`config.mk`:
```
export PLATFORM = sky130hd
export DESIGN_NAME = uart_req_responder
export DESIGN_NICKNAME = d
export VERILOG_FILES = /design/src/rtl/uart_req_responder.sv
export SDC_FILE = /design/constraint.sdc
export NUM_CORES = 1
export LEC_CHECK = 0
export ABC_CLOCK_PERIOD_IN_PS = 1900
export CORE_MARGIN = 8
export CORE_UTILIZATION = 48
export DETAILED_ROUTE_END_ITERATION = 8
export PLACE_DENSITY = 0.87
export SKIP_CTS_REPAIR_TIMING = 1
export SYNTH_ARGS = -nofsm -noshare
export SYNTH_HDL_FRONTEND = slang
export SYNTH_SLANG_ARGS = --single-unit
```
`constraint.sdc`:
```
create_clock -name clk -period 1.9 [get_ports clk]
set_input_delay 0.285 -clock clk [delete_from_list [all_inputs] [get_ports clk]]
set_output_delay 0.285 -clock clk [all_outputs]
set_load 0.03 [all_outputs]
```
`src/rtl/uart_req_responder.sv`:
```
// uart_req_responder
//   Responder end of the board-to-board request/response UART link. Request
//   frames arrive byte-by-byte from the request-channel UART receiver, are
//   executed as one access on the local slave bus, and a status byte (plus
//   read data on a successful read) is returned through the response UART TX.
//
//   Frames:   write = OP, ADDR_HI, ADDR_LO, DATA     read = OP, ADDR_HI, ADDR_LO
//   Response: write -> status      read ok -> ACK, rdata      read timeout -> NAK
//
// Ports
//   clk, rst             system clock, synchronous active-high reset
//   rx_valid, rx_data    received request byte strobe and byte
//   tx_ready             response TX can accept a byte
//   tx_valid, tx_data    response byte; transfers when tx_valid && tx_ready
//   bus_req              bus request, held until bus_ack or timeout
//   bus_we               1 = write, 0 = read
//   bus_addr, bus_wdata  access address and write data
//   bus_ack, bus_rdata   slave completion strobe and read data (same cycle)
//   busy                 high whenever the FSM is not idle
//   err_count            saturating count of protocol and bus errors
module uart_req_responder #(
    parameter logic [7:0]  WR_OPCODE    = 8'h57,
    parameter logic [7:0]  RD_OPCODE    = 8'h52,
    parameter logic [7:0]  ACK_BYTE     = 8'h06,
    parameter logic [7:0]  NAK_BYTE     = 8'h15,
    parameter int unsigned BYTE_TIMEOUT = 100000,
    parameter int unsigned BUS_TIMEOUT  = 256
) (
    input  logic        clk,
    input  logic        rst,
    input  logic        rx_valid,
    input  logic [7:0]  rx_data,
    input  logic        tx_ready,
    output logic        tx_valid,
    output logic [7:0]  tx_data,
    output logic        bus_req,
    output logic        bus_we,
    output logic [15:0] bus_addr,
    output logic [7:0]  bus_wdata,
    input  logic        bus_ack,
    input  logic [7:0]  bus_rdata,
    output logic        busy,
    output logic [7:0]  err_count
);

    localparam int unsigned BT_W  = $clog2(BYTE_TIMEOUT + 1);
    localparam int unsigned BUS_W = $clog2(BUS_TIMEOUT + 1);
    localparam logic [BT_W-1:0]  BYTE_LAST = BT_W'(BYTE_TIMEOUT - 1);
    localparam logic [BUS_W-1:0] BUS_LAST  = BUS_W'(BUS_TIMEOUT - 1);

    typedef enum logic [2:0] {
        S_IDLE,
        S_ADDR_H,
        S_ADDR_L,
        S_DATA,
        S_BUS,
        S_RESP_ST,
        S_RESP_RD
    } state_t;

    state_t           state_q;
    logic [BT_W-1:0]  byte_tmr_q;
    logic [BUS_W-1:0] bus_tmr_q;
    logic [7:0]       rdata_q;
    logic             bus_ok_q;
    logic             tx_valid_q;
    logic [7:0]       tx_data_q;
    logic             bus_req_q;
    logic             bus_we_q;
    logic [15:0]      bus_addr_q;
    logic [7:0]       bus_wdata_q;
    logic [7:0]       err_q;
    logic [7:0]       err_d;

    logic is_opcode;
    logic byte_to;
    logic bus_to;
    logic err_event;

    assign is_opcode = (rx_data == WR_OPCODE) || (rx_data == RD_OPCODE);
    assign byte_to   = (byte_tmr_q == BYTE_LAST);
    assign bus_to    = (bus_tmr_q == BUS_LAST);

    // At most one increment per cycle even if two error sources coincide
    // (stray byte during BUS in the same cycle as the bus timeout).
    always_comb begin
        err_event = 1'b0;
        unique case (state_q)
            S_IDLE:                     err_event = rx_valid && !is_opcode;
            S_ADDR_H, S_ADDR_L, S_DATA: err_event = !rx_valid && byte_to;
            S_BUS:                      err_event = rx_valid || (!bus_ack && bus_to);
            S_RESP_ST, S_RESP_RD:       err_event = rx_valid;
            default:                    err_event = 1'b0;
        endcase
        err_d = (err_event && (err_q != 8'hFF)) ? err_q + 8'd1 : err_q;
    end

    always_ff @(posedge clk) begin
        if (rst) begin
            state_q     <= S_IDLE;
            byte_tmr_q  <= '0;
            bus_tmr_q   <= '0;
            rdata_q     <= '0;
            bus_ok_q    <= 1'b0;
            tx_valid_q  <= 1'b0;
            tx_data_q   <= '0;
            bus_req_q   <= 1'b0;
            bus_we_q    <= 1'b0;
            bus_addr_q  <= '0;
            bus_wdata_q <= '0;
            err_q       <= '0;
        end else begin
            err_q <= err_d;
            unique case (state_q)
                S_IDLE: begin
                    if (rx_valid && is_opcode) begin
                        bus_we_q   <= (rx_data == WR_OPCODE);
                        byte_tmr_q <= '0;
                        state_q    <= S_ADDR_H;
                    end
                end
                // In the byte-collecting states an arriving byte beats a
                // timeout that expires in the same cycle.
                S_ADDR_H: begin
                    if (rx_valid) begin
                        bus_addr_q[15:8] <= rx_data;
                        byte_tmr_q       <= '0;
                        state_q          <= S_ADDR_L;
                    end else if (byte_to) begin
                        state_q <= S_IDLE;
                    end else begin
                        byte_tmr_q <= byte_tmr_q + 1'b1;
                    end
                end
                S_ADDR_L: begin
                    if (rx_valid) begin
                        bus_addr_q[7:0] <= rx_data;
                        byte_tmr_q      <= '0;
                        if (bus_we_q) begin
                            state_q <= S_DATA;
                        end else begin
                            bus_req_q <= 1'b1;
                            bus_tmr_q <= '0;
                            state_q   <= S_BUS;
                        end
                    end else if (byte_to) begin
                        state_q <= S_IDLE;
                    end else begin
                        byte_tmr_q <= byte_tmr_q + 1'b1;
                    end
                end
                S_DATA: begin
                    if (rx_valid) begin
                        bus_wdata_q <= rx_data;
                        byte_tmr_q  <= '0;
                        bus_req_q   <= 1'b1;
                        bus_tmr_q   <= '0;
                        state_q     <= S_BUS;
                    end else if (byte_to) begin
                        state_q <= S_IDLE;
                    end else begin
                        byte_tmr_q <= byte_tmr_q + 1'b1;
                    end
                end
                // bus_req is high for exactly the cycles spent here, so the
                // timeout fires after BUS_TIMEOUT request cycles.
                S_BUS: begin
                    if (bus_ack) begin
                        bus_req_q  <= 1'b0;
                        rdata_q    <= bus_rdata;
                        bus_ok_q   <= 1'b1;
                        tx_valid_q <= 1'b1;
                        tx_data_q  <= ACK_BYTE;
                        state_q    <= S_RESP_ST;
                    end else if (bus_to) begin
                        bus_req_q  <= 1'b0;
                        bus_ok_q   <= 1'b0;
                        tx_valid_q <= 1'b1;
                        tx_data_q  <= NAK_BYTE;
                        state_q    <= S_RESP_ST;
                    end else begin
                        bus_tmr_q <= bus_tmr_q + 1'b1;
                    end
                end
                S_RESP_ST: begin
                    if (tx_ready) begin
                        if (!bus_we_q && bus_ok_q) begin
                            tx_data_q <= rdata_q;
                            state_q   <= S_RESP_RD;
                        end else begin
                            tx_valid_q <= 1'b0;
                            state_q    <= S_IDLE;
                        end
                    end
                end
                S_RESP_RD: begin
                    if (tx_ready) begin
                        tx_valid_q <= 1'b0;
                        state_q    <= S_IDLE;
                    end
                end
                default: state_q <= S_IDLE;
            endcase
        end
    end

    assign tx_valid  = tx_valid_q;
    assign tx_data   = tx_data_q;
    assign bus_req   = bus_req_q;
    assign bus_we    = bus_we_q;
    assign bus_addr  = bus_addr_q;
    assign bus_wdata = bus_wdata_q;
    assign busy      = (state_q != S_IDLE);
    assign err_count = err_q;

endmodule
```
==> results.py <==
metrics = {
    "logic_synthesis": {
        "ys_seq_area_frac": 0.435,
        "postSynthCellCount": 467,
        "yosysWarningCount": 0,
        "synth_cell_types": 59,
        "synth_xor_area_frac": 0.0329,
        "synthSimpleGateAreaFrac": 0.288,
        "synth_top_family_by_area": "simple AND/OR/NAND/NOR gates",
        "synthesis.area_mm2": 0.00373,
        "synth_compound_area_frac": 0.191,
        "synth_top_area_frac": 0.435,
        "syn_nets": 492,
        "synth_area_per_cell_um2": 7.98,
        "synth_top_cells_by_area": "dfxtp_1 (44%), nand2_1 (9.4%), a21oi_1 (7.8%)",
        "yosys_most_used_dff": "dfxtp_1",
        "synth-edff-count": 0,
        "yosys.area.top_type": "dfxtp_1",
        "muxShareOfSynthArea": 0.00302,
        "async_flop_share": 0,
        "ys_ff_latch": 81,
        "synthAdderAreaFrac": 0.0134,
    },
    "global_routing": {
        "grt_pass1_wl_um": 18400,
        "antenna_found_initial": 0,
        "grt-ovfl-total": 0,
        "grt_max_degree": 35,
        "grtUsageTotal": 0.201,
        "grt_pass1_vias": 3897,
    },
    "floorplanning": {
        "die_area_mm2": 0.0108,
        "core_area_mm2": 0.00761,
        "die_h_um": 104,
        "start_util": 0.490,
        "die_width_um": 104,
        "ios": 65,
        "num_rows": 32,
    },
    "final_layout": {
        "areaGrowthSynthToFinish_pct": 48.0,
        "diodes": 0,
        "finalInstanceArea_mm2": 0.00551,
        "nets": 617,
        "drive_gt1_frac": 0.235,
        "final_core_util": 0.725,
        "final_common_cell": "nand2_1",
        "fill_cells": 473,
        "mostFrequentLayoutCells": "nand2_1 (90), dfxtp_1 (74), buf_4 (69)",
    },
    "cts": {
        "cts_tree": "yes",
        "cts_buffer_depth": 2,
        "cts_buffers": 9,
        "worst_skew_pair.late_latency_ns": 0.37,
        "cts-htree-levels": 3,
        "root_buffer": "clkbuf_8",
        "clock_sinks": 81,
        "clk_pin_slew_ns": 0.09,
    },
    "routing": {
        "post_drt_via_cell_ratio": 6.22,
        "ant_nets": 0,
        "wire_per_inst_um": 19.3,
        "drt-pass1-iter-count": 7,
        "drc_errors": 0,
        "wl_um": 13500,
        "drt-initial-drc-count": 488,
        "vias": 4333,
    },
    "place": {
        "placed_area_mm2": 0.00492,
        "gp_congestion": 0.906,
        "io_buffers": 64,
        "dp_hpwl_um": 7760,
    },
    "hold_path": {
        "hold_start": "rst",
        "hold_path.class": "input pin to flip-flop",
        "whs_path_depth": 2,
        "min_to": "err_count[3]",
    },
    "sta": {
        "fmax_mhz": 460,
        "setup_violations": 15,
        "min_period_ns": 2.17,
        "rsz0062_at_grt": "yes",
        "timing.slew.headroom": 0.661,
        "tns_ns": -2.19,
        "holdWs_ns": 0.323,
        "post-route-period-util": 1.14,
        "worst_slack_ns": -0.274,
        "finClkSkew_ns": 0.0177,
        "tightest_slew_ns": 0.503,
        "finalMaxSlewViolations": 0,
        "hold_violations": 0,
    },
    "power_and_ir_drop": {
        "vdd.ir_drop.worst_mv": 0.439,
        "power_density_mw_per_mm2": 649,
        "leakage_nw": 1.99,
        "power.total_mw": 3.58,
    },
    "setup_path": {
        "critical_path_class": "flip-flop to flip-flop",
        "cp-start-kind": "flip-flop",
        "r2r_cells": 10,
        "r2r-start": "bus_tmr_q[3]",
        "arrival_ns": 2.48,
        "cp.required_ns": 2.21,
        "r2r_setup_slack_ns": -0.27,
        "crit_path_start": "bus_tmr_q[3]",
        "cp-end-kind": "flip-flop",
        "timing.rr.end": "err_count[0]",
        "cp_max_fo": 7,
    },
    "run_status": {
        "violations": "setup timing",
        "status": "finished, violations left",
    },
    "run": {
        "max_cap_violations": 0,
    },
}
[how the worst max path moves through the flow]
stage,endpoint,slack [ns],cells past startpoint
final,err_count[0],-0.27,10
after floorplan,err_count[5],-0.07,9
after detailed placement,err_count[5],-0.40,7
after global routing,err_count[0],-0.35,10
after global placement,err_count[5],-0.36,7
after CTS,state_q[1],-0.29,10
[through the flow]
step,setup WS [ns],instances
final,-0.274,697
after global routing,-0.346,697
after CTS,-0.293,688
after detailed placement,-0.400,674
after global placement,-0.363,674
after floorplan,-0.0672,467
[registers in the layout, summed over array words and instances, names as in the netlist]
register / cells
bus_wdata: 8
bus_we: 1
bus_ok_q: 1
bus_req: 1
rdata_q: 8
tx_data: 8
err_count: 8
bus_addr: 16
state_q: 3
byte_tmr_q: 17
bus_tmr_q: 9
tx_valid: 1
[kinds of logic (layout without fill, tap and decap cells)]
logic type | after synthesis | after routing
compound gates | 114 | 115
xor+xnor | 14 | 14
fa+ha+maj | 4 | 4
buf+inv | 33 | 160
flops | 81 | 81
mux | 1 | 1
simple gates | 220 | 220
[final cells by class]
type	instances	area, µm²	share of cell area
Clock buffer	9	124	0.0225
Tap cell	102	128	0.0232
Sequential cell	81	1630	0.296
Timing Repair Buffer	138	1250	0.227
Inverter	8	30.0	0.00545
Multi-Input combinational cell	354	2220	0.403
Clock inverter	5	129	0.0234
[report_power, final]
group	leakage [nW]	internal (mW)	total, mW	switching (mW)
combinational	1.21	0.102	0.218	0.116
clock	0.126	0.996	1.65	0.655
sequential	0.656	1.70	1.71	0.00616
[Yosys cell counts, types with 2 or more instances]
library cell / instances
nand3b_1: 5
nor2b_1: 5
ha_1: 4
and3_1: 5
inv_1: 8
xnor2_1: 5
nand3_1: 13
o31ai_1: 5
or3_1: 7
o21bai_1: 2
and2_1: 5
nor2_1: 32
and4_1: 3
a31oi_1: 2
o21ai_0: 10
xor2_1: 9
a21oi_1: 58
nor4_1: 4
nand2b_1: 5
nand2_1: 93
clkbuf_1: 19
a311oi_1: 2
nor3_1: 18
o2111ai_1: 3
or4_1: 3
o21a_1: 7
nor4b_1: 2
buf_2: 4
o211ai_1: 5
nor3b_1: 3
o22ai_1: 2
o41ai_1: 3
a21o_1: 2
dfxtp_1: 81
nand4_1: 9
[metal layers]
layer  track usage  part of all wire  up-vias
met5             0                 0        -
met4        0.0900             0.048        0
met3        0.0502             0.083       74
met2         0.352              0.50      299
met1         0.225              0.37     2052
li1              -                 -     1908
[critical path: stages, from the launching register on]
cell     delay, ns
dfxtp_2       0.34
and4_4        0.24
nand2_4       0.06
nor2_4        0.12
ha_4          0.17
nor4b_4       0.25
o21ai_2       0.13
o221a_4       0.18
buf_12        0.15
or3_1         0.34
a21oi_1       0.12
(Power assumes the default switching activity.)
